<file path="src/rtl/spi_pkg.sv">
// Shared types and sizing helpers for the SPI frame slave.
package spi_pkg;

  typedef enum logic [1:0] {
    IDLE = 2'd0,
    RX   = 2'd1,
    TX   = 2'd2
  } spi_state_t;

  // Bit counter must hold the larger frame length itself, not just length-1.
  function automatic int cnt_width(input int in_w, input int out_w);
    int m;
    m = (in_w > out_w) ? in_w : out_w;
    return $clog2(m + 1);
  endfunction

endpackage

</file>
<file path="src/rtl/spi_edge_sync.sv">
// Synchronises sck/sdi/cs_n into clk and decodes registered edge strobes.
// All outputs are registered, so every strobe appears SYNC_STAGES+1 clk
// after the pin edge; sdi_q is aligned with sample_edge.
module spi_edge_sync #(
  parameter int SYNC_STAGES = 2,
  parameter bit CPOL        = 1'b0,
  parameter bit CPHA        = 1'b0
) (
  input  logic clk,
  input  logic reset_n,
  input  logic sck,
  input  logic sdi,
  input  logic cs_n,
  output logic sdi_q,
  output logic sample_edge,
  output logic shift_edge,
  output logic cs_fall,
  output logic cs_rise
);

  logic [SYNC_STAGES-1:0] sck_sync, sdi_sync, cs_sync;
  logic sck_d, cs_d;
  logic sck_now, sdi_now, cs_now;
  logic lead, trail;

  assign sck_now = sck_sync[SYNC_STAGES-1];
  assign sdi_now = sdi_sync[SYNC_STAGES-1];
  assign cs_now  = cs_sync[SYNC_STAGES-1];

  // Leading edge leaves the idle level, trailing edge returns to it.
  assign lead  = CPOL ? (sck_d & ~sck_now) : (~sck_d & sck_now);
  assign trail = CPOL ? (~sck_d & sck_now) : (sck_d & ~sck_now);

  // Synchroniser chains, one-cycle history and registered edge decode.
  always_ff @(posedge clk or negedge reset_n) begin
    if (!reset_n) begin
      sck_sync    <= {SYNC_STAGES{CPOL}};
      sdi_sync    <= '0;
      cs_sync     <= '1;
      sck_d       <= CPOL;
      cs_d        <= 1'b1;
      sdi_q       <= 1'b0;
      sample_edge <= 1'b0;
      shift_edge  <= 1'b0;
      cs_fall     <= 1'b0;
      cs_rise     <= 1'b0;
    end else begin
      sck_sync    <= {sck_sync[SYNC_STAGES-2:0], sck};
      sdi_sync    <= {sdi_sync[SYNC_STAGES-2:0], sdi};
      cs_sync     <= {cs_sync[SYNC_STAGES-2:0], cs_n};
      sck_d       <= sck_now;
      cs_d        <= cs_now;
      sdi_q       <= sdi_now;
      // sck activity outside a selected frame is ignored.
      sample_edge <= ~cs_now & (CPHA ? trail : lead);
      shift_edge  <= ~cs_now & (CPHA ? lead : trail);
      cs_fall     <= cs_d & ~cs_now;
      cs_rise     <= ~cs_d & cs_now;
    end
  end

endmodule

</file>
<file path="src/rtl/spi_frame_slave.sv">
// System-clock SPI slave: receives one IN_W-bit request per frame and
// returns a captured OUT_W-bit response on a later frame, MSB first.
module spi_frame_slave
  import spi_pkg::*;
#(
  parameter int IN_W        = 256,
  parameter int OUT_W       = 128,
  parameter bit CPOL        = 1'b0,
  parameter bit CPHA        = 1'b0,
  parameter int SYNC_STAGES = 2
) (
  input  logic             clk,
  input  logic             reset_n,
  input  logic             sck,
  input  logic             sdi,
  input  logic             cs_n,
  output logic             sdo,
  output logic [IN_W-1:0]  rx_data,
  output logic             rx_valid,
  input  logic [OUT_W-1:0] tx_data,
  input  logic             tx_valid,
  output logic             tx_ready,
  output logic             frame_err
);

  localparam int CNT_W = cnt_width(IN_W, OUT_W);
  localparam logic [CNT_W-1:0] IN_MAX  = CNT_W'(IN_W);
  localparam logic [CNT_W-1:0] OUT_MAX = CNT_W'(OUT_W);

  logic             sdi_q, sample_edge, shift_edge, cs_fall, cs_rise;
  spi_state_t       state;
  logic [CNT_W-1:0] bit_cnt;
  logic [IN_W-1:0]  rx_shift;
  logic [OUT_W-1:0] tx_shift, tx_buf;
  logic             tx_full, lead_seen, accept;

  spi_edge_sync #(
    .SYNC_STAGES(SYNC_STAGES),
    .CPOL       (CPOL),
    .CPHA       (CPHA)
  ) u_sync (
    .clk        (clk),
    .reset_n    (reset_n),
    .sck        (sck),
    .sdi        (sdi),
    .cs_n       (cs_n),
    .sdi_q      (sdi_q),
    .sample_edge(sample_edge),
    .shift_edge (shift_edge),
    .cs_fall    (cs_fall),
    .cs_rise    (cs_rise)
  );

  // The response buffer is never overwritten while it is being shifted out.
  assign accept = tx_valid && tx_ready && (state != TX);

  // Frame FSM, shift registers and response handshake.
  always_ff @(posedge clk or negedge reset_n) begin
    if (!reset_n) begin
      state     <= IDLE;
      bit_cnt   <= '0;
      rx_shift  <= '0;
      rx_data   <= '0;
      rx_valid  <= 1'b0;
      tx_shift  <= '0;
      tx_buf    <= '0;
      tx_full   <= 1'b0;
      tx_ready  <= 1'b1;
      sdo       <= 1'b0;
      frame_err <= 1'b0;
      lead_seen <= 1'b0;
    end else begin
      rx_valid  <= 1'b0;
      frame_err <= 1'b0;

      // tx_buf keeps a pristine copy so a short readout can be retried.
      if (accept) begin
        tx_buf   <= tx_data;
        tx_shift <= tx_data;
        sdo      <= tx_data[OUT_W-1];
        tx_full  <= 1'b1;
        tx_ready <= 1'b0;
      end

      case (state)
        IDLE: begin
          // Decided on tx_full before any same-cycle accept lands.
          if (cs_fall) begin
            state     <= tx_full ? TX : RX;
            bit_cnt   <= '0;
            lead_seen <= 1'b0;
          end
        end
        RX: begin
          if (sample_edge) begin
            rx_shift <= {rx_shift[IN_W-2:0], sdi_q};
            if (bit_cnt != IN_MAX) bit_cnt <= bit_cnt + 1'b1;
          end
          if (cs_rise) begin
            if (bit_cnt == IN_MAX) begin
              rx_data  <= rx_shift;
              rx_valid <= 1'b1;
            end else begin
              frame_err <= 1'b1;
            end
            state <= IDLE;
          end
        end
        TX: begin
          // sdi is still clocked by the master; only the bit count matters.
          if (sample_edge && bit_cnt != OUT_MAX) bit_cnt <= bit_cnt + 1'b1;
          if (shift_edge) begin
            // With CPHA=1 the first leading edge presents the MSB already on sdo.
            if (CPHA && !lead_seen) begin
              lead_seen <= 1'b1;
            end else begin
              tx_shift <= tx_shift << 1;
              sdo      <= tx_shift[OUT_W-2];
            end
          end
          if (cs_rise) begin
            state <= IDLE;
            if (bit_cnt == OUT_MAX) begin
              tx_full  <= 1'b0;
              tx_ready <= 1'b1;
            end else begin
              frame_err <= 1'b1;
              tx_shift  <= tx_buf;
              sdo       <= tx_buf[OUT_W-1];
            end
          end
        end
        default: state <= IDLE;
      endcase
    end
  end

endmodule
</file>
<file path="config.mk">
export PLATFORM = sky130hd
export DESIGN_NAME = spi_frame_slave
export DESIGN_NICKNAME = d
export VERILOG_FILES = /design/src/rtl/spi_pkg.sv /design/src/rtl/spi_edge_sync.sv /design/src/rtl/spi_frame_slave.sv
export SDC_FILE = /design/constraint.sdc
export NUM_CORES = 1
export LEC_CHECK = 0
export CAP_MARGIN = 5
export CORE_MARGIN = 2
export CORE_UTILIZATION = 53
export DETAILED_ROUTE_END_ITERATION = 7
export PLACE_DENSITY_LB_ADDON = 0.25
export REMOVE_ABC_BUFFERS = 1
export SKIP_CTS_REPAIR_TIMING = 1
export SLEW_MARGIN = 20
export SYNTH_ARGS = -nofsm -noshare
export SYNTH_HDL_FRONTEND = slang
export SYNTH_SLANG_ARGS = --single-unit
</file>
<file path="constraint.sdc">
create_clock -name clk -period 2.5 [get_ports clk]
set_input_delay 0.5 -clock clk [delete_from_list [all_inputs] [get_ports clk]]
set_output_delay 0.5 -clock clk [all_outputs]
set_load 0.01 [all_outputs]
</file>
==> impl_metrics.env <==
export IMPL_vias_per_cell=5.443
export IMPL_period_share_pct=97.77
export IMPL_irDropWorstVdd_mv=0.6215
export IMPL_grt_usage_pct=21.69
export IMPL_final_cells=3320
export IMPL_crit_required_ps=3010
export IMPL_drv_cap=0
export IMPL_syn_avg_cell_area_um2=15.87
export IMPL_cts_tree="yes"
export IMPL_coreArea_um2=60250
export IMPL_antenna_found_initial=1
export IMPL_ff2ff_setup_slack_ps=60
export IMPL_die_area_um2=62810
export IMPL_numCtsBuffers=81
export IMPL_synth_edff_count=0
export IMPL_drive_gt1_share_pct=33.50
export IMPL_worst_hold_startpoint="cs_n"
export IMPL_drt_iter0_drc=913
export IMPL_regToRegEndpoint="rx_data[249]"
export IMPL_hold_class="input port to flip-flop"
export IMPL_grt_pass1_wl_um=108600
export IMPL_power_density_nw_per_um2=733.2
export IMPL_hold_end="u_sync.cs_sync[0]"
export IMPL_critPathArrivalTime_ps=2950
export IMPL_grt_max_degree=94
export IMPL_overflow=0
export IMPL_rsz0062_at_grt="true"
export IMPL_place_area_um2=37580
export IMPL_drc=0
export IMPL_finalSetupTns_ps=0
export IMPL_hpwlAfterDp_um=45440
export IMPL_clock_latency_ps=640
export IMPL_tightest_slew_ps=559.9
export IMPL_cts_sinks=796
export IMPL_finalClockSkew_ps=35.43
export IMPL_synthCells=2031
export IMPL_fin_nets=2612
export IMPL_p_leak_nw=21.00
export IMPL_die_h_um=250.6
export IMPL_yosysSeqAreaShare_pct=61.81
export IMPL_gp_congestion=0.8032
export IMPL_synthAdderAreaFrac_pct=0.2329
export IMPL_synth_compound_area_share_pct=0.7375
export IMPL_post_route_util_pct=67.06
export IMPL_worst_setup_path_end_kind="flip-flop"
export IMPL_yosys_mux_area_fraction_pct=34.28
export IMPL_final_area_um2=40400
export IMPL_yosysWarnings=0
export IMPL_grt_pass1_vias=19640
export IMPL_dr_pass1_iters=4
export IMPL_critPathKind="flip-flop to flip-flop"
export IMPL_synth_top_family_by_area="multiplexers"
export IMPL_ys_ff_latch=796
export IMPL_synth_main_ff_cell="dfrtp_1"
export IMPL_crit_fanout=20
export IMPL_post_drt_wl_per_cell_um=20.29
export IMPL_slew_headroom_pct=62.67
export IMPL_fp_row_count=90
export IMPL_placed_cells=3169
export IMPL_ctsRootBufferMaster="clkbuf_16"
export IMPL_finalHoldViolations=0
export IMPL_io_buffers=393
export IMPL_synth_async_sr_flop_share_pct=100.0
export IMPL_r2r_cells=7
export IMPL_synthSimpleGateAreaFrac_pct=0.9587
export IMPL_ant_nets=0
export IMPL_regToRegStartpoint="bit_cnt[0]"
export IMPL_min_delay_path_depth=1
export IMPL_clockBufferDepth=3
export IMPL_status="completed"
export IMPL_min_period_ps=2444
export IMPL_slew_violations=0
export IMPL_vias=18070
export IMPL_start_util_pct=53.51
export IMPL_cp_start_kind="flip-flop"
export IMPL_fillers=4095
export IMPL_drt_total_wl_um=67370
export IMPL_h_tree_depth=3
export IMPL_yosys_area_share_xor_xnor_pct=0
export IMPL_yosysUniqueCellTypes=44
export IMPL_syn_cell_area_um2=32240
export IMPL_setup_viol=0
export IMPL_ios=394
export IMPL_die_width_um=250.6
export IMPL_max_freq_mhz=409.1
export IMPL_path_clk_slew_ps=60
export IMPL_area_delta_synth_final_pct=25.33
==> worst max path at each step <==
stage	slack, ps	depth (start not counted)	to	from
4_1_cts	30	7	rx_data[249]	bit_cnt[0]
6_report	60	7	rx_data[249]	bit_cnt[0]
3_3_place_gp	70	7	rx_data[130]	bit_cnt[0]
5_1_grt	-60	7	rx_data[50]	bit_cnt[0]
2_1_floorplan	-13630	6	tx_shift[0]	bit_cnt[0]
3_5_place_dp	40	7	rx_data[10]	bit_cnt[0]
==> worst max-delay path, stage by stage, from the launching register on <==
cell and delay (ps):
dfrtp_1 380, inv_1 90, ha_1 140, or4b_4 500
nor4_4 260, buf_6 240, buf_4 310, mux2_2 380
==> sequential cells by signal, indices dropped and copies added, names as in the netlist, 2 cells and up <==
name and count:
state 2, tx_shift 127, u_sync.sdi_sync 2, u_sync.cs_sync 2, rx_data 256, tx_buf 128, rx_shift 256, u_sync.sck_sync 2
bit_cnt 9
==> metal layers <==
metal	routed length (um)	vias to the layer above	GRT usage, %
met5	0	-	0
met4	1296	0	5.920
met3	4527	96	7.014
met2	32300	377	34.71
met1	29250	9400	28.61
li1	-	8198	-
==> layout by cell type, fill, tap and decap left out, types with 3 or more instances in the layout <==
| cell type | netlist | routed |
|---|---|---|
| dfrtp_1 | 792 | 792 |
| mux2_2 | 620 | 620 |
| clkdlybuf4s50_1 | 0 | 392 |
| mux2i_1 | 383 | 383 |
| clkbuf_16 | 0 | 83 |
| buf_4 | 36 | 51 |
| buf_12 | 0 | 30 |
| mux2_1 | 21 | 21 |
| clkbuf_1 | 54 | 19 |
| clkinv_2 | 0 | 16 |
| clkbuf_8 | 0 | 13 |
| o211ai_1 | 9 | 9 |
| nand2_1 | 9 | 8 |
| nor2b_1 | 7 | 7 |
| ha_1 | 6 | 6 |
| bufinv_16 | 0 | 6 |
| inv_1 | 5 | 5 |
| clkinvlp_4 | 0 | 5 |
| nand2b_1 | 4 | 4 |
| a21oi_1 | 4 | 4 |
| nand3_1 | 4 | 4 |
| o21ai_0 | 4 | 4 |
| clkinv_16 | 0 | 4 |
| dfstp_2 | 4 | 4 |
| o22ai_1 | 3 | 3 |
| or3b_2 | 3 | 3 |
==> synthesized netlist by cell type (3+ instances only) <==
cell	number	share of area, %
buf_4	36	0.84
ha_1	6	0.23
a21oi_1	4	0.062
buf_1	7	0.082
nand3_1	4	0.062
inv_1	5	0.058
nor2b_1	7	0.14
o21ai_0	4	0.062
buf_2	24	0.37
mux2_1	21	0.73
o22ai_1	3	0.058
dfrtp_1	792	61
o211ai_1	9	0.21
mux2_2	620	22
or3b_2	3	0.082
dfstp_2	4	0.33
mux2i_1	383	12
nand2_1	9	0.10
nand2b_1	4	0.078
clkbuf_1	54	0.63
==> per-stage QoR <==
step                      power, mW  setup slack [ps]  hold slack (ps)
after floorplan               16.66            -13630            204.4
after global placement        17.36             68.42            332.8
after detailed placement      17.56             38.90            345.1
after CTS                     29.97             26.97           -211.8
after global routing          30.93            -58.78            249.5
final                         29.62             55.75            284.2
==> kinds of logic after synthesis <==
logic type | after synthesis
AOI/OAI and AO/OA | 33
DFF | 796
buffers and inverters | 126
and+or+nand+nor | 46
muxes | 1024
adders and majority gates | 6
==> layout make-up <==
cell class                 count  area, um^2  share of cell area, %
antenna                        1       2.502               0.006194
clock buffer                 114        2302                  5.699
clock inverter                34       466.7                  1.155
inverter                       5       18.77                0.04646
multi-input combinational   1109       11700                  28.96
sequential                   796       19920                  49.32
tap                          782       978.4                  2.422
timing repair buffer         479        5007                  12.39
==> where the power goes <==
group | switching [mW] | total, mW | internal, mW
combinational | 1.48 | 2.98 | 1.50
clock | 5.18 | 12.3 | 7.15
sequential | 0.522 | 14.3 | 13.8
Note: power is estimated with default switching activity, not from simulation.
